### src/rtl/uart_boot_loader.sv
// uart_boot_loader: parses SYNC/LEN/ADDR/DATA/CSUM frames from the UART byte
// stream, writes 16-bit words into MU0 program memory and holds the core in
// reset until a frame with a good checksum has been loaded.
module uart_boot_loader #(
   parameter int unsigned CLK_FREQ    = 50000000,
   parameter int unsigned AW          = 12,
   parameter logic [7:0]  SYNC        = 8'hA5,
   parameter int unsigned TIMEOUT_CYC = CLK_FREQ / 50
) (
   input  logic          clk,
   input  logic          rst_n,
   input  logic          rx_done,
   input  logic [7:0]    rx_data,
   output logic          mem_we,
   output logic [AW-1:0] mem_addr,
   output logic [15:0]   mem_wdata,
   output logic          cpu_rst_n,
   output logic          busy,
   output logic          load_ok,
   output logic          load_err
);

   localparam int unsigned TW = (TIMEOUT_CYC > 2) ? $clog2(TIMEOUT_CYC) : 1;
   localparam int unsigned CW = 9;

   typedef enum logic [2:0] {
      ST_IDLE, ST_LEN, ST_ADDR_H, ST_ADDR_L, ST_DATA_H, ST_DATA_L, ST_CSUM
   } state_e;

   state_e          state_q, state_d;
   logic [CW-1:0]   nwords_q, nwords_d;
   logic [CW-1:0]   idx_q, idx_d;
   logic [AW-1:0]   base_q, base_d;
   logic [7:0]      hi_q, hi_d;
   logic [7:0]      csum_q, csum_d;
   logic [TW-1:0]   tmo_q, tmo_d;
   logic            mem_we_q, mem_we_d;
   logic [AW-1:0]   mem_addr_q, mem_addr_d;
   logic [15:0]     mem_wdata_q, mem_wdata_d;
   logic            cpu_rst_n_q, cpu_rst_n_d;
   logic            busy_q, busy_d;
   logic            load_ok_q, load_ok_d;
   logic            load_err_q, load_err_d;

   // Next-state and output logic for the frame parser and inter-byte timeout
   always_comb begin
      state_d     = state_q;
      nwords_d    = nwords_q;
      idx_d       = idx_q;
      base_d      = base_q;
      hi_d        = hi_q;
      csum_d      = csum_q;
      tmo_d       = tmo_q;
      mem_we_d    = 1'b0;
      mem_addr_d  = mem_addr_q;
      mem_wdata_d = mem_wdata_q;
      cpu_rst_n_d = cpu_rst_n_q;
      load_ok_d   = 1'b0;
      load_err_d  = load_err_q;

      if (state_q == ST_IDLE) begin
         tmo_d = '0;
         if (rx_done && (rx_data == SYNC)) begin
            state_d     = ST_LEN;
            load_err_d  = 1'b0;
            cpu_rst_n_d = 1'b0;
            csum_d      = '0;
            idx_d       = '0;
         end
      end else if (rx_done) begin
         // A byte arriving on the terminal-count cycle takes priority.
         tmo_d = '0;
         case (state_q)
            ST_LEN: begin
               nwords_d = (rx_data == 8'h00) ? CW'(256) : CW'(rx_data);
               csum_d   = csum_q + rx_data;
               state_d  = ST_ADDR_H;
            end
            ST_ADDR_H: begin
               hi_d    = rx_data;
               csum_d  = csum_q + rx_data;
               state_d = ST_ADDR_L;
            end
            ST_ADDR_L: begin
               base_d  = AW'({hi_q, rx_data});
               csum_d  = csum_q + rx_data;
               state_d = ST_DATA_H;
            end
            ST_DATA_H: begin
               hi_d    = rx_data;
               csum_d  = csum_q + rx_data;
               state_d = ST_DATA_L;
            end
            ST_DATA_L: begin
               mem_we_d    = 1'b1;
               mem_addr_d  = base_q + AW'(idx_q);
               mem_wdata_d = {hi_q, rx_data};
               csum_d      = csum_q + rx_data;
               idx_d       = idx_q + CW'(1);
               state_d     = ((idx_q + CW'(1)) == nwords_q) ? ST_CSUM : ST_DATA_H;
            end
            ST_CSUM: begin
               if (rx_data == csum_q) begin
                  cpu_rst_n_d = 1'b1;
                  load_ok_d   = 1'b1;
               end else begin
                  load_err_d  = 1'b1;
               end
               state_d = ST_IDLE;
            end
            default: state_d = ST_IDLE;
         endcase
      end else if (tmo_q == TW'(TIMEOUT_CYC - 1)) begin
         load_err_d  = 1'b1;
         cpu_rst_n_d = 1'b0;
         tmo_d       = '0;
         state_d     = ST_IDLE;
      end else begin
         tmo_d = tmo_q + TW'(1);
      end

      busy_d = (state_d != ST_IDLE);
   end

   // State and output registers; asynchronous reset discards any partial frame
   always_ff @(posedge clk or negedge rst_n) begin
      if (!rst_n) begin
         state_q     <= ST_IDLE;
         nwords_q    <= '0;
         idx_q       <= '0;
         base_q      <= '0;
         hi_q        <= '0;
         csum_q      <= '0;
         tmo_q       <= '0;
         mem_we_q    <= 1'b0;
         mem_addr_q  <= '0;
         mem_wdata_q <= '0;
         cpu_rst_n_q <= 1'b0;
         busy_q      <= 1'b0;
         load_ok_q   <= 1'b0;
         load_err_q  <= 1'b0;
      end else begin
         state_q     <= state_d;
         nwords_q    <= nwords_d;
         idx_q       <= idx_d;
         base_q      <= base_d;
         hi_q        <= hi_d;
         csum_q      <= csum_d;
         tmo_q       <= tmo_d;
         mem_we_q    <= mem_we_d;
         mem_addr_q  <= mem_addr_d;
         mem_wdata_q <= mem_wdata_d;
         cpu_rst_n_q <= cpu_rst_n_d;
         busy_q      <= busy_d;
         load_ok_q   <= load_ok_d;
         load_err_q  <= load_err_d;
      end
   end

   assign mem_we    = mem_we_q;
   assign mem_addr  = mem_addr_q;
   assign mem_wdata = mem_wdata_q;
   assign cpu_rst_n = cpu_rst_n_q;
   assign busy      = busy_q;
   assign load_ok   = load_ok_q;
   assign load_err  = load_err_q;

endmodule

### config.mk
export PLATFORM = sky130hd
export DESIGN_NAME = uart_boot_loader
export DESIGN_NICKNAME = d
export VERILOG_FILES = /design/src/rtl/uart_boot_loader.sv
export SDC_FILE = /design/constraint.sdc
export NUM_CORES = 1
export LEC_CHECK = 0
export CAP_MARGIN = 15
export CORE_MARGIN = 5
export CORE_UTILIZATION = 35
export DETAILED_ROUTE_END_ITERATION = 8
export SETUP_SLACK_MARGIN = 0.05
export SYNTH_ARGS = -nofsm -noshare
export SYNTH_HDL_FRONTEND = slang
export SYNTH_SLANG_ARGS = --single-unit
### constraint.sdc
create_clock -name clk -period 2.2 [get_ports clk]
set_input_delay 0.44 -clock clk [delete_from_list [all_inputs] [get_ports clk]]
set_output_delay 0.44 -clock clk [all_outputs]
set_load 0.005 [all_outputs]
==> results of run 1 <==
## per-stage QoR
| step | total power [mW] | TNS (ns) | cells | setup WS [ns] |
|---|---|---|---|---|
| 2_1_floorplan | 3.70 | 0 | 518 | 0.0542 |
| 3_3_place_gp | 4.40 | -2.18 | 778 | -0.311 |
| 3_5_place_dp | 4.47 | -3.23 | 778 | -0.374 |
| 4_1_cts | 6.09 | -0.00150 | 797 | -0.00150 |
| 5_1_grt | 6.47 | -0.0973 | 799 | -0.0541 |
| 6_report | 6.07 | 0 | 799 | 0.0486 |
## metal layers
metal  up-vias  share of wire  global-route usage
li1       1970              -                   -
met3        14          0.021              0.0180
met2        48           0.50               0.240
met1      2000           0.46               0.189
met4         0          0.018              0.0641
met5         -              0                   0
## worst paths after layout
| check | endpoint |
|---|---|
| min reg2reg | mem_wdata[12] |
| min | mem_wdata[15] |
| max in group asynchronous | tmo_q[15] |
| max | busy |
| max reg2reg | busy |
| min in group clk | mem_wdata[12] |
## final cells by class
class | count | area, sq um | area share
flip-flops and latches | 102 | 2550 | 0.388
multi-input cells | 383 | 2540 | 0.386
repair buffers | 103 | 918 | 0.140
well taps | 184 | 230 | 0.0350
clock buffers | 9 | 225 | 0.0343
clock inverters | 7 | 65.1 | 0.00990
inverters | 11 | 41.3 | 0.00628
## Yosys cell counts (5+ instances only)
library cell	number	share of area
sky130_fd_sc_hd__xnor2_1	21	0.036
sky130_fd_sc_hd__nand2_1	91	0.067
sky130_fd_sc_hd__xor2_1	25	0.043
sky130_fd_sc_hd__nor2b_1	6	0.0073
sky130_fd_sc_hd__nand3_1	24	0.023
sky130_fd_sc_hd__o21ai_0	37	0.036
sky130_fd_sc_hd__nand4_1	6	0.0073
sky130_fd_sc_hd__nor3b_1	5	0.0073
sky130_fd_sc_hd__ha_1	18	0.044
sky130_fd_sc_hd__mux2_2	28	0.061
sky130_fd_sc_hd__nor3_1	5	0.0049
sky130_fd_sc_hd__and3_1	6	0.0073
sky130_fd_sc_hd__clkbuf_1	19	0.014
sky130_fd_sc_hd__a21oi_1	12	0.012
sky130_fd_sc_hd__inv_1	11	0.0080
sky130_fd_sc_hd__dfrtp_1	102	0.50
sky130_fd_sc_hd__nor2_1	43	0.031
## what timing repair did
action	CTS	global route
endpoints found under the setup margin	3	32
pin swaps	6	7
buffers inserted	3	2
resized for setup	6	14
## flip-flops by register name, summed over array words and instances, names as in the netlist
| name | count |
|---|---|
| mem_we | 1 |
| base_q | 12 |
| mem_wdata | 16 |
| tmo_q | 20 |
| load_err | 1 |
| hi_q | 8 |
| nwords_q | 9 |
| idx_q | 9 |
| mem_addr | 12 |
| csum_q | 8 |
| busy | 1 |
| state_q | 3 |
| load_ok | 1 |
| cpu_rst_n | 1 |
## cell families (layout without fill, tap and decap cells)
logic type               count (synthesis)  count (layout)
adder cells (fa/ha/maj)                 20              20
AO/OA/AOI/OAI                           80              80
buffers and inverters                   33             130
multiplexers                            29              29
flip-flops                             102             102
XOR/XNOR                                46              46
AND/OR/NAND/NOR                        208             208
## critical path, cell delays in order, from the launching register on
cell,delay [ns]
sky130_fd_sc_hd__dfrtp_1,0.38
sky130_fd_sc_hd__or4b_4,0.54
sky130_fd_sc_hd__nor4_4,0.30
sky130_fd_sc_hd__a21oi_2,0.11
sky130_fd_sc_hd__o21a_1,0.19
sky130_fd_sc_hd__or4_1,0.50
## power by group through the flow
stage	Sequential (mW)	Combinational, mW	Clock [mW]
2_1_floorplan	2.53	1.17	0
3_3_place_gp	2.63	1.77	0
3_5_place_dp	2.65	1.82	0
4_1_cts	2.62	1.85	1.62
5_1_grt	2.68	2.11	1.68
6_report	2.61	1.89	1.57
==> flow_summary.html, run 1 <==
<table>
<tr><th>Metric</th><th>Value</th></tr>
<tr><th colspan="2">Detailed routing</th></tr>
<tr><td>Total DRC errors in the routed layout</td><td>0</td></tr>
<tr><td>Drt first-iter violations</td><td>163</td></tr>
<tr><td>Initial DRT Pass Iterations</td><td>4</td></tr>
<tr><td>Residual antenna-violating net count after detailed routing</td><td>0</td></tr>
<tr><td>Per-cell via count in the routed design</td><td>5.05</td></tr>
<tr><td>Average wire per standard cell</td><td>15.2 um</td></tr>
<tr><td>Total number of vias</td><td>4032</td></tr>
<tr><td>Wire length after detailed routing</td><td>12.2 mm</td></tr>
<tr><th colspan="2">CTS</th></tr>
<tr><td>Clock sink count</td><td>102</td></tr>
<tr><td>Clock buffers created by TritonCTS</td><td>9</td></tr>
<tr><td>Number of H-tree branching levels</td><td>3</td></tr>
<tr><td>Root buf cell</td><td>sky130_fd_sc_hd__clkbuf_16</td></tr>
<tr><td>Clock latency at the later pin of the worst-skew pair</td><td>0.36 ns</td></tr>
<tr><td>Cts hold-fix bufs</td><td>0</td></tr>
<tr><td>CTS tree</td><td>yes</td></tr>
<tr><td>Worst-case clock buffer depth</td><td>2</td></tr>
<tr><td>Reg clk slew, reported paths</td><td>0.08 ns</td></tr>
<tr><th colspan="2">Die</th></tr>
<tr><td>Die Wd</td><td>131 um</td></tr>
<tr><td>Die outline area</td><td>0.0172 sq mm</td></tr>
<tr><td>Effective utilization at floorplan</td><td>0.355</td></tr>
<tr><td>Std-Cell Core Area</td><td>0.0145 sq mm</td></tr>
<tr><td>Vert. Die Dim</td><td>131 um</td></tr>
<tr><td>Std-Cell Rows</td><td>44</td></tr>
<tr><td>Number of top-level pins</td><td>44</td></tr>
<tr><th colspan="2">Synthesis</th></tr>
<tr><td>Dominant combinational cell family by area after synthesis</td><td>simple AND/OR/NAND/NOR gates</td></tr>
<tr><td>Top FF cell, synth</td><td>sky130_fd_sc_hd__dfrtp_1</td></tr>
<tr><td>Average size of a mapped cell</td><td>9.91 sq um</td></tr>
<tr><td>Xor/xnor cell area share of the yosys netlist</td><td>0.0785</td></tr>
<tr><td>Post-synthesis register bit count</td><td>102</td></tr>
<tr><td>Number of nets in the synthesized netlist</td><td>549</td></tr>
<tr><td>Number of library cell types mapped by synthesis</td><td>52</td></tr>
<tr><td>Synthesized-area fraction occupied by and/or/nand/nor cells</td><td>0.190</td></tr>
<tr><td>Mux contribution to synthesized area</td><td>0.0634</td></tr>
<tr><td>Share of synthesized registers carrying an async set or reset</td><td>1.00</td></tr>
<tr><td>Synthesized area</td><td>0.00513 sq mm</td></tr>
<tr><td>Count of synthesis-stage warnings from yosys</td><td>0</td></tr>
<tr><td>Synthesized-area fraction occupied by adder cells</td><td>0.0517</td></tr>
<tr><td>Cells after synthesis</td><td>518</td></tr>
<tr><td>Post-synth EDFFs</td><td>0</td></tr>
<tr><td>Sequential element share of the synthesized area</td><td>0.497</td></tr>
<tr><td>Compound-gate portion of the synthesized area</td><td>0.0951</td></tr>
<tr><th colspan="2">Setup path</th></tr>
<tr><td>Setup crit end kind</td><td>register</td></tr>
<tr><td>Beginning of the worst register-to-register path</td><td>tmo_q[8]</td></tr>
<tr><td>Maximum net fanout on the critical path</td><td>4</td></tr>
<tr><td>Type of the setup path with the least slack</td><td>reg -&gt; reg</td></tr>
<tr><td>CP arrival</td><td>2.37 ns</td></tr>
<tr><td>R2r setup slk</td><td>0.05 ns</td></tr>
<tr><td>CP required</td><td>2.42 ns</td></tr>
<tr><td>Length in cells of the worst reg-to-reg path</td><td>5</td></tr>
<tr><td>Worst Setup Start Kind</td><td>register</td></tr>
<tr><td>Critical path launch point</td><td>tmo_q[8]</td></tr>
<tr><th colspan="2">Timing</th></tr>
<tr><td>Worst slew pin tran</td><td>0.602 ns</td></tr>
<tr><td>RSZ-0062 raised after global routing</td><td>yes</td></tr>
<tr><td>Crit path time final</td><td>2.15 ns</td></tr>
<tr><td>Share of the clock period used by the worst path after layout</td><td>0.978</td></tr>
<tr><td>Maximum clock frequency</td><td>0.465 GHz</td></tr>
<tr><td>Final number of hold-violating endpoints</td><td>0</td></tr>
<tr><td>Rel. slew slack</td><td>0.599</td></tr>
<tr><td>Final worst clock skew</td><td>0.0103 ns</td></tr>
<tr><td>Number of pins with negative max-slew slack in the final report</td><td>0</td></tr>
<tr><td># setup viols final</td><td>0</td></tr>
<tr><td>WHS</td><td>0.0863 ns</td></tr>
<tr><th colspan="2">Cells and area</th></tr>
<tr><td>Proportion of layout cells with a drive suffix above 1</td><td>0.200</td></tr>
<tr><td># diodes</td><td>0</td></tr>
<tr><td>Area added between synthesis and finish</td><td>28.0%</td></tr>
<tr><td>Post-route cell area</td><td>0.00657 sq mm</td></tr>
<tr><td>Commonest non-fill, non-tap cell in the layout</td><td>sky130_fd_sc_hd__dfrtp_1</td></tr>
<tr><td>Final core area utilization</td><td>0.454</td></tr>
<tr><td>Commonest cells after routing, fill and taps aside</td><td>102 x sky130_fd_sc_hd__dfrtp_1, 91 x sky130_fd_sc_hd__nand2_1, 58 x sky130_fd_sc_hd__buf_4</td></tr>
<tr><td>Final #Nets</td><td>641</td></tr>
<tr><td>Number of inserted filler cells in the final layout</td><td>1366</td></tr>
<tr><th colspan="2">Flow run</th></tr>
<tr><td>Max cap viols</td><td>0</td></tr>
<tr><th colspan="2">Power and ir drop</th></tr>
<tr><td>Comb power frac</td><td>0.311</td></tr>
<tr><td>Internal power</td><td>4.09 mW</td></tr>
<tr><td>Share of power burned in registers</td><td>0.431</td></tr>
<tr><td>Peak ir drop on the vdd network</td><td>0.528 mV</td></tr>
<tr><td>Total net switching power</td><td>1.98 mW</td></tr>
<tr><td>Proportion of power drawn by the clock network</td><td>0.258</td></tr>
<tr><td>Leakage dissipation</td><td>3.01 nW</td></tr>
<tr><td>Power Dens Cells</td><td>923 mW/mm^2</td></tr>
<tr><td>Net switching share of the total power</td><td>0.326</td></tr>
<tr><th colspan="2">Global routing</th></tr>
<tr><td>Number of antenna violations at the first check in global routing</td><td>0</td></tr>
<tr><td>Number of global-route vias before repair</td><td>4104</td></tr>
<tr><td>Global Route Usage Sum</td><td>0.144</td></tr>
<tr><td>Global-route wire length before repair</td><td>20.5 mm</td></tr>
<tr><td>Maximum number of pins on one net before global-route repair</td><td>46</td></tr>
<tr><td>GRT Residual Overflow</td><td>0</td></tr>
<tr><th colspan="2">Placement</th></tr>
<tr><td>Final weighted congestion in routability-driven placement</td><td>0.887</td></tr>
<tr><td>Detailed Place HPWL</td><td>8.95 mm</td></tr>
<tr><td>Post-placement cell area</td><td>0.00617 sq mm</td></tr>
<tr><td>IO Port Bufs</td><td>43</td></tr>
<tr><th colspan="2">Hold path</th></tr>
<tr><td>HP Class</td><td>in -&gt; async</td></tr>
<tr><th colspan="2">Run status</th></tr>
<tr><td>Outcome</td><td>finished, final reports clean</td></tr>
</table>
Note: power is estimated with default switching activity, not from simulation.
==> inputs of run 2 (changes only) <==
--- a/config.mk
+++ b/config.mk
@@ -7,8 +7,9 @@
 export LEC_CHECK = 0
 export CAP_MARGIN = 15
 export CORE_MARGIN = 5
-export CORE_UTILIZATION = 35
+export CORE_UTILIZATION = 50
 export DETAILED_ROUTE_END_ITERATION = 8
+export PLACE_DENSITY = 0.73
 export SETUP_SLACK_MARGIN = 0.05
 export SYNTH_ARGS = -nofsm -noshare
 export SYNTH_HDL_FRONTEND = slang
==> run 2 against run 1 <==
The run now ends with setup timing left. Non-clock buffer count fell by 14. Via count rose by 0.17%. Global-route usage increased by 5.2 points. Clock power fell by 17%. Critical endpoint unchanged.
==> flow_summary.html, run 2 (synthesized netlist as in run 1, its figures left out) <==
<table>
<tr><th>Metric</th><th>Value</th></tr>
<tr><th colspan="2">Run status</th></tr>
<tr><td>Outcome</td><td>finished, violations left (was finished, final reports clean)</td></tr>
<tr><td>Violations in the final reports</td><td>setup timing</td></tr>
<tr><th colspan="2">Cells and area</th></tr>
<tr><td># diodes</td><td>0 (unchanged)</td></tr>
<tr><td>Number of inserted filler cells in the final layout</td><td>835 (was 1366)</td></tr>
<tr><td>Final #Nets</td><td>627 (was 641)</td></tr>
<tr><td>Proportion of layout cells with a drive suffix above 1</td><td>0.178 (was 0.200)</td></tr>
<tr><td>Commonest cells after routing, fill and taps aside</td><td>102 x sky130_fd_sc_hd__dfrtp_1, 91 x sky130_fd_sc_hd__nand2_1, 43 x sky130_fd_sc_hd__buf_4 (was 102 x sky130_fd_sc_hd__dfrtp_1, 91 x sky130_fd_sc_hd__nand2_1, 58 x sky130_fd_sc_hd__buf_4)</td></tr>
<tr><td>Post-route cell area</td><td>0.00632 sq mm (was 0.00657 sq mm)</td></tr>
<tr><td>Area added between synthesis and finish</td><td>23.1% (was 28.0%)</td></tr>
<tr><td>Flip-flop count of the largest register after layout</td><td>20 (unchanged)</td></tr>
<tr><td>Register name with the most flops</td><td>tmo_q (unchanged)</td></tr>
<tr><td>Commonest non-fill, non-tap cell in the layout</td><td>sky130_fd_sc_hd__dfrtp_1 (unchanged)</td></tr>
<tr><th colspan="2">CTS</th></tr>
<tr><td>Worst-case clock buffer depth</td><td>2 (unchanged)</td></tr>
<tr><td>Clock sink count</td><td>102 (unchanged)</td></tr>
<tr><td>Clock latency at the later pin of the worst-skew pair</td><td>0.37 ns (was 0.36 ns)</td></tr>
<tr><td>Reg clk slew, reported paths</td><td>0.10 ns (was 0.08 ns)</td></tr>
<tr><td>Root buf cell</td><td>sky130_fd_sc_hd__clkbuf_8 (was sky130_fd_sc_hd__clkbuf_16)</td></tr>
<tr><td>Number of H-tree branching levels</td><td>3 (unchanged)</td></tr>
<tr><td>Clock buffers created by TritonCTS</td><td>9 (unchanged)</td></tr>
<tr><td>CTS tree</td><td>yes (unchanged)</td></tr>
<tr><th colspan="2">Die</th></tr>
<tr><td>Std-Cell Core Area</td><td>0.0102 sq mm (was 0.0145 sq mm)</td></tr>
<tr><td>Number of top-level pins</td><td>44 (unchanged)</td></tr>
<tr><td>Effective utilization at floorplan</td><td>0.504 (was 0.355)</td></tr>
<tr><td>Die outline area</td><td>0.0124 sq mm (was 0.0172 sq mm)</td></tr>
<tr><td>Die Wd</td><td>111 um (was 131 um)</td></tr>
<tr><td>Vert. Die Dim</td><td>111 um (was 131 um)</td></tr>
<tr><td>Std-Cell Rows</td><td>37 (was 44)</td></tr>
<tr><th colspan="2">Global routing</th></tr>
<tr><td>Number of antenna violations at the first check in global routing</td><td>0 (unchanged)</td></tr>
<tr><td>Maximum number of pins on one net before global-route repair</td><td>60 (was 46)</td></tr>
<tr><td>GRT Residual Overflow</td><td>0 (unchanged)</td></tr>
<tr><td>Global-route wire length before repair</td><td>19.8 mm (was 20.5 mm)</td></tr>
<tr><td>Global Route Usage Sum</td><td>0.196 (was 0.144)</td></tr>
<tr><td>Number of global-route vias before repair</td><td>4171 (was 4104)</td></tr>
<tr><th colspan="2">Timing</th></tr>
<tr><td>Maximum clock frequency</td><td>0.450 GHz (was 0.465 GHz)</td></tr>
<tr><td>Crit path time final</td><td>2.22 ns (was 2.15 ns)</td></tr>
<tr><td>Worst slew pin tran</td><td>0.489 ns (was 0.602 ns)</td></tr>
<tr><td>Rel. slew slack</td><td>0.674 (was 0.599)</td></tr>
<tr><td>WHS</td><td>0.480 ns (was 0.0863 ns)</td></tr>
<tr><td>Final number of hold-violating endpoints</td><td>0 (unchanged)</td></tr>
<tr><td>Share of the clock period used by the worst path after layout</td><td>1.01 (was 0.978)</td></tr>
<tr><td>Number of pins with negative max-slew slack in the final report</td><td>0 (unchanged)</td></tr>
<tr><td>RSZ-0062 raised after global routing</td><td>yes (unchanged)</td></tr>
<tr><td>Setup ws final</td><td>-0.0198 ns (was 0.0486 ns)</td></tr>
<tr><td>Final worst clock skew</td><td>0.0165 ns (was 0.0103 ns)</td></tr>
<tr><td># setup viols final</td><td>1 (was 0)</td></tr>
<tr><th colspan="2">Detailed routing</th></tr>
<tr><td>Initial DRT Pass Iterations</td><td>4 (unchanged)</td></tr>
<tr><td>Total number of vias</td><td>4039 (was 4032)</td></tr>
<tr><td>Drt first-iter violations</td><td>195 (was 163)</td></tr>
<tr><td>Per-cell via count in the routed design</td><td>5.49 (was 5.05)</td></tr>
<tr><td>Residual antenna-violating net count after detailed routing</td><td>0 (unchanged)</td></tr>
<tr><td>Wire length after detailed routing</td><td>11.6 mm (was 12.2 mm)</td></tr>
<tr><td>Average wire per standard cell</td><td>15.8 um (was 15.2 um)</td></tr>
<tr><td>Total DRC errors in the routed layout</td><td>0 (unchanged)</td></tr>
<tr><th colspan="2">Power and ir drop</th></tr>
<tr><td>Comb power frac</td><td>0.323 (was 0.311)</td></tr>
<tr><td>Peak ir drop on the vdd network</td><td>0.585 mV (was 0.528 mV)</td></tr>
<tr><td>Power Dens Cells</td><td>915 mW/mm^2 (was 923 mW/mm^2)</td></tr>
<tr><td>Leakage dissipation</td><td>2.90 nW (was 3.01 nW)</td></tr>
<tr><td>Share of power burned in registers</td><td>0.451 (was 0.431)</td></tr>
<tr><td>Net switching share of the total power</td><td>0.323 (was 0.326)</td></tr>
<tr><td>Proportion of power drawn by the clock network</td><td>0.226 (was 0.258)</td></tr>
<tr><td>Internal power</td><td>3.92 mW (was 4.09 mW)</td></tr>
<tr><td>Total net switching power</td><td>1.87 mW (was 1.98 mW)</td></tr>
<tr><th colspan="2">Placement</th></tr>
<tr><td>Post-placement cell area</td><td>0.00602 sq mm (was 0.00617 sq mm)</td></tr>
<tr><td>Final weighted congestion in routability-driven placement</td><td>0.891 (was 0.887)</td></tr>
<tr><td>IO Port Bufs</td><td>43 (unchanged)</td></tr>
<tr><td>Detailed Place HPWL</td><td>8.32 mm (was 8.95 mm)</td></tr>
<tr><th colspan="2">Setup path</th></tr>
<tr><td>Type of the setup path with the least slack</td><td>reg -&gt; reg (unchanged)</td></tr>
<tr><td>CP required</td><td>2.43 ns (was 2.42 ns)</td></tr>
<tr><td>CP arrival</td><td>2.45 ns (was 2.37 ns)</td></tr>
<tr><td>Worst Setup Start Kind</td><td>register (unchanged)</td></tr>
<tr><td>Maximum net fanout on the critical path</td><td>4 (unchanged)</td></tr>
<tr><td>Setup crit end kind</td><td>register (unchanged)</td></tr>
<tr><th colspan="2">Hold path</th></tr>
<tr><td>HP Class</td><td>reg -&gt; reg (was in -&gt; async)</td></tr>
<tr><th colspan="2">Flow run</th></tr>
<tr><td>Max cap viols</td><td>0 (unchanged)</td></tr>
</table>
[run 2: power groups by stage]
stage	Combinational, mW	Sequential, mW	Clock, mW
after floorplan	1.17	2.53	0
after global placement	1.73	2.62	0
after CTS	1.84	2.61	1.34
final	1.87	2.61	1.30
after detailed placement	1.81	2.64	0
after global routing	2.06	2.67	1.43
[run 2: layout make-up]
cell class                 instances  area [sq um]  share of cell area
sequential                       102          2550               0.404
multi-input combinational        383          2520               0.399
timing repair buffer              89           816               0.129
tap                              136           170              0.0269
clock buffer                       9           124              0.0196
clock inverter                     6          92.6              0.0147
inverter                          11          41.3             0.00653
[run 2: worst paths after layout]
path	startpoint	end	slack, ns	cells past startpoint
setup / recovery	tmo_q[8]	busy	-0.02	5
hold / removal	hi_q[5]	mem_wdata[13]	0.48	2
setup reg to reg	tmo_q[8]	busy	-0.02	5
min in group asynchronous	rst_n	mem_wdata[15]	0.49	2
max in group asynchronous	rst_n	tmo_q[18]	1.08	3
hold reg to reg	hi_q[5]	mem_wdata[13]	0.48	2
[run 2: timing repair]
item / CTS / global route
endpoints found under the hold margin: 22 / 0
hold buffers: 1 / 0
resized for setup: 2 / 15
pin swaps: 4 / 3
buffers inserted: 2 / 0
gates cloned: 0 / 0
setup endpoints to repair: 3 / 10
[run 2: metrics by stage]
step / utilization / cells / power [mW] / TNS [ns] / worst slack [ns]
finish: 0.621 / 736 / 5.79 / -0.0198 / -0.0198
global route: 0.621 / 736 / 6.16 / -0.144 / -0.0936
CTS: 0.616 / 737 / 5.78 / -0.0266 / -0.0266
detailed placement: 0.592 / 719 / 4.45 / -3.08 / -0.363
global placement: 0.592 / 719 / 4.36 / -1.36 / -0.242
floorplan: - / 518 / 3.70 / 0 / 0.0542
[run 2: layer usage]
| layer | global-route usage | routed length (um) |
|---|---|---|
| met2 | 0.324 | 5780 |
| met4 | 0.0803 | 268 |
| met3 | 0.0404 | 370 |
| met5 | 0 | 0 |
| met1 | 0.252 | 5190 |
[run 2: worst max-delay path, cell delays in order, from the launching register on]
cell and delay [ns]:
sky130_fd_sc_hd__dfrtp_1 0.40, sky130_fd_sc_hd__or4b_4 0.55, sky130_fd_sc_hd__nor4_4 0.32, sky130_fd_sc_hd__a21oi_2 0.12, sky130_fd_sc_hd__o21a_1 0.19, sky130_fd_sc_hd__or4_1 0.50
==> inputs of run 3 (changes only) <==
--- a/config.mk
+++ b/config.mk
@@ -6,7 +6,7 @@
 export NUM_CORES = 1
 export LEC_CHECK = 0
 export CAP_MARGIN = 15
-export CORE_MARGIN = 5
+export CORE_ASPECT_RATIO = 0.75
 export CORE_UTILIZATION = 50
 export DETAILED_ROUTE_END_ITERATION = 8
 export PLACE_DENSITY = 0.73
==> run 3 against run 2 <==
The flow still finishes with violations (setup timing). Routed wire length is 2.8% higher. First-iteration DRC count up 17%. Combinational power about the same. Clock power grew 33%. Count of clock-buffer cells in the layout is 1 higher. Final cell count fell by 0.14%. Register-to-register slack is essentially flat. Clock skew is 0.0067 ns lower. Critical path type unchanged. Design area rose by 2.1%. Hold slack lost 0.43 ns. Power rose by 8.2%.
==> flow_summary.html, run 3 (synthesized netlist as in run 1, its figures left out) <==
<table>
<tr><th>Metric</th><th>Value</th></tr>
<tr><th colspan="2">Run status</th></tr>
<tr><td>Outcome</td><td>finished, violations left (unchanged)</td></tr>
<tr><td>Violations in the final reports</td><td>setup timing (unchanged)</td></tr>
<tr><th colspan="2">Cells and area</th></tr>
<tr><td># diodes</td><td>0 (unchanged)</td></tr>
<tr><td>Commonest non-fill, non-tap cell in the layout</td><td>sky130_fd_sc_hd__dfrtp_1 (unchanged)</td></tr>
<tr><td>Flip-flop count of the largest register after layout</td><td>20 (unchanged)</td></tr>
<tr><td>Post-route cell area</td><td>0.00645 sq mm (was 0.00632 sq mm)</td></tr>
<tr><td>Proportion of layout cells with a drive suffix above 1</td><td>0.187 (was 0.178)</td></tr>
<tr><td>Final #Nets</td><td>629 (was 627)</td></tr>
<tr><td>Number of inserted filler cells in the final layout</td><td>774 (was 835)</td></tr>
<tr><td>FF/Latch Area</td><td>0.00255 sq mm (unchanged)</td></tr>
<tr><td>Commonest cells after routing, fill and taps aside</td><td>102 x sky130_fd_sc_hd__dfrtp_1, 91 x sky130_fd_sc_hd__nand2_1, 47 x sky130_fd_sc_hd__buf_4 (was 102 x sky130_fd_sc_hd__dfrtp_1, 91 x sky130_fd_sc_hd__nand2_1, 43 x sky130_fd_sc_hd__buf_4)</td></tr>
<tr><td>Register name with the most flops</td><td>tmo_q (unchanged)</td></tr>
<tr><td>Multi-input logic area</td><td>0.00255 sq mm (was 0.00252 sq mm)</td></tr>
<tr><td>Area added between synthesis and finish</td><td>25.7% (was 23.1%)</td></tr>
<tr><th colspan="2">Placement</th></tr>
<tr><td>Setup WS pre-CTS</td><td>-0.366 ns (was -0.363 ns)</td></tr>
<tr><td>Detailed Place HPWL</td><td>8.53 mm (was 8.32 mm)</td></tr>
<tr><td>Post-placement cell area</td><td>0.00604 sq mm (was 0.00602 sq mm)</td></tr>
<tr><td>IO Port Bufs</td><td>43 (unchanged)</td></tr>
<tr><td>Final weighted congestion in routability-driven placement</td><td>0.872 (was 0.891)</td></tr>
<tr><th colspan="2">Setup path</th></tr>
<tr><td>CP delay by family, top</td><td>simple AND/OR/NAND/NOR gates (unchanged)</td></tr>
<tr><td>Maximum net fanout on the critical path</td><td>4 (unchanged)</td></tr>
<tr><td>Capture instance of the worst register-to-register path</td><td>busy (unchanged)</td></tr>
<tr><td>Length in cells of the worst reg-to-reg path</td><td>5 (unchanged)</td></tr>
<tr><td>Ordered cell list for the critical path</td><td>or4b_4, nor4_4, a21oi_2, o21a_1, or4_1 (unchanged)</td></tr>
<tr><td>Slowest library cell on the worst path</td><td>sky130_fd_sc_hd__or4b_4 (unchanged)</td></tr>
<tr><td>Beginning of the worst register-to-register path</td><td>tmo_q[8] (unchanged)</td></tr>
<tr><td>Largest stage delay on the critical path</td><td>0.55 ns (about the same)</td></tr>
<tr><td>CP required</td><td>2.43 ns (about the same)</td></tr>
<tr><td>CP arrival</td><td>2.45 ns (about the same)</td></tr>
<tr><td>Type of the setup path with the least slack</td><td>reg -&gt; reg (unchanged)</td></tr>
<tr><td>R2r setup slk</td><td>-0.03 ns (was -0.02 ns)</td></tr>
<tr><td>Setup crit end kind</td><td>register (unchanged)</td></tr>
<tr><td>Worst Setup Start Kind</td><td>register (unchanged)</td></tr>
<tr><td>Sum of buffers and inverters on the critical path</td><td>0 (unchanged)</td></tr>
<tr><th colspan="2">Die</th></tr>
<tr><td>Vert. Die Dim</td><td>89.8 um (was 111 um)</td></tr>
<tr><td>Die outline area</td><td>0.0107 sq mm (was 0.0124 sq mm)</td></tr>
<tr><td>Number of top-level pins</td><td>44 (unchanged)</td></tr>
<tr><td>Die Wd</td><td>119 um (was 111 um)</td></tr>
<tr><td>Effective utilization at floorplan</td><td>0.523 (was 0.504)</td></tr>
<tr><td>Std-Cell Rows</td><td>31 (was 37)</td></tr>
<tr><td>Std-Cell Core Area</td><td>0.00981 sq mm (was 0.0102 sq mm)</td></tr>
<tr><th colspan="2">CTS</th></tr>
<tr><td>Root buf cell</td><td>sky130_fd_sc_hd__clkbuf_16 (was sky130_fd_sc_hd__clkbuf_8)</td></tr>
<tr><td>Number of H-tree branching levels</td><td>3 (unchanged)</td></tr>
<tr><td>CTS tree</td><td>yes (unchanged)</td></tr>
<tr><td>Worst-case clock buffer depth</td><td>2 (unchanged)</td></tr>
<tr><td>Clock sink count</td><td>102 (unchanged)</td></tr>
<tr><td>Clock buffers created by TritonCTS</td><td>9 (unchanged)</td></tr>
<tr><td>Reg clk slew, reported paths</td><td>0.07 ns (was 0.10 ns)</td></tr>
<tr><td>Clock latency at the later pin of the worst-skew pair</td><td>0.35 ns (was 0.37 ns)</td></tr>
<tr><th colspan="2">Power and ir drop</th></tr>
<tr><td>Peak ir drop on the vdd network</td><td>0.571 mV (was 0.585 mV)</td></tr>
<tr><td>Leakage dissipation</td><td>2.97 nW (was 2.90 nW)</td></tr>
<tr><td>Power Dens Cells</td><td>970 mW/mm^2 (was 915 mW/mm^2)</td></tr>
<tr><th colspan="2">Timing</th></tr>
<tr><td>Final worst clock skew</td><td>0.00978 ns (was 0.0165 ns)</td></tr>
<tr><td># setup viols final</td><td>1 (unchanged)</td></tr>
<tr><td>Setup ws final</td><td>-0.0283 ns (was -0.0198 ns)</td></tr>
<tr><td>RSZ-0062 raised after global routing</td><td>yes (unchanged)</td></tr>
<tr><td>Worst slew pin tran</td><td>0.520 ns (was 0.489 ns)</td></tr>
<tr><td>Crit path time final</td><td>2.23 ns (was 2.22 ns)</td></tr>
<tr><td>Rel. slew slack</td><td>0.653 (was 0.674)</td></tr>
<tr><td>Maximum clock frequency</td><td>0.449 GHz (was 0.450 GHz)</td></tr>
<tr><td>Final number of hold-violating endpoints</td><td>0 (unchanged)</td></tr>
<tr><td>Number of pins with negative max-slew slack in the final report</td><td>0 (unchanged)</td></tr>
<tr><td>Share of the clock period used by the worst path after layout</td><td>1.01 (about the same)</td></tr>
<tr><th colspan="2">Global routing</th></tr>
<tr><td>GRT Residual Overflow</td><td>0 (unchanged)</td></tr>
<tr><td>Maximum number of pins on one net before global-route repair</td><td>38 (was 60)</td></tr>
<tr><td>Number of antenna violations at the first check in global routing</td><td>0 (unchanged)</td></tr>
<tr><td>Number of global-route vias before repair</td><td>4045 (was 4171)</td></tr>
<tr><td>Global-route wire length before repair</td><td>20.0 mm (was 19.8 mm)</td></tr>
<tr><td>Global Route Usage Sum</td><td>0.238 (was 0.196)</td></tr>
<tr><th colspan="2">Detailed routing</th></tr>
<tr><td>Drt first-iter violations</td><td>228 (was 195)</td></tr>
<tr><td>Total DRC errors in the routed layout</td><td>0 (unchanged)</td></tr>
<tr><td>Initial DRT Pass Iterations</td><td>5 (was 4)</td></tr>
<tr><td>Per-cell via count in the routed design</td><td>5.54 (was 5.49)</td></tr>
<tr><td>Total number of vias</td><td>4070 (was 4039)</td></tr>
<tr><td>Residual antenna-violating net count after detailed routing</td><td>0 (unchanged)</td></tr>
<tr><td>Average wire per standard cell</td><td>16.2 um (was 15.8 um)</td></tr>
<tr><td>Wire length after detailed routing</td><td>11.9 mm (was 11.6 mm)</td></tr>
<tr><th colspan="2">Flow run</th></tr>
<tr><td>Max cap viols</td><td>0 (unchanged)</td></tr>
<tr><th colspan="2">Hold path</th></tr>
<tr><td>HP Class</td><td>in -&gt; async (was reg -&gt; reg)</td></tr>
</table>
run 3: cell count changes in the layout (fill, tap and decap cells not counted), sizes merged:
| cell | change |
|---|---|
| buf | +3 |
| bufinv | -1 |
| clkbuf | +1 |
| clkdlybuf4s50 | -1 |
| clkinv | +2 |
| clkinvlp | -2 |
| dlygate4sd3 | -1 |
| dlymetal6s2s | +1 |
| inv | +1 |
run 3: routing by layer:
layer | part of all wire | track usage
met5 | 0 | 0
met4 | 0.015 | 0.0759
met2 | 0.46 | 0.358
met1 | 0.48 | 0.343
met3 | 0.047 | 0.0527
run 3: where the power goes:
group	switching, mW	leakage (nW)	internal [mW]	total, mW
clock network	0.776	0.161	0.949	1.73
registers	0.360	1.37	2.28	2.64
logic	0.885	1.45	1.01	1.90
run 3: worst max path at each step:
stage                    start        end  slack, ns  cells after the start
detailed placement  rx_data[1]  csum_q[7]      -0.37                      8
CTS                  tmo_q[10]       busy      -0.04                      5
global placement    rx_data[0]  csum_q[6]      -0.25                      9
global route          tmo_q[8]       busy      -0.08                      5
floorplan             tmo_q[8]       busy       0.05                      5
finish                tmo_q[8]       busy      -0.03                      5
run 3: cell type report:
| type | instances | share of cell area |
|---|---|---|
| inverter | 11 | 0.00640 |
| multi-input combinational | 383 | 0.395 |
| clock buffer | 10 | 0.0370 |
| clock inverter | 6 | 0.0138 |
| timing repair buffer | 91 | 0.127 |
| sequential | 102 | 0.396 |
| tap | 132 | 0.0256 |
run 3: per-stage QoR:
| stage | instances | hold WS, ns | TNS [ns] | power, mW | utilization |
|---|---|---|---|---|---|
| 2_1_floorplan | 518 | 0.144 | 0 | 3.70 | - |
| 3_3_place_gp | 719 | 0.442 | -1.92 | 4.35 | 0.615 |
| 3_5_place_dp | 719 | 0.441 | -2.68 | 4.44 | 0.615 |
| 4_1_cts | 736 | 0.0634 | -0.0396 | 6.21 | 0.651 |
| 5_1_grt | 735 | 0.0777 | -0.120 | 6.61 | 0.657 |
| 6_report | 735 | 0.0494 | -0.0283 | 6.26 | 0.657 |
run 3: timing repair:
action                     CTS  global route
hold buffers                 0             0
buffers inserted             1             0
setup endpoints to repair    4            12
resized for setup            3            18
pin swaps                    4             4
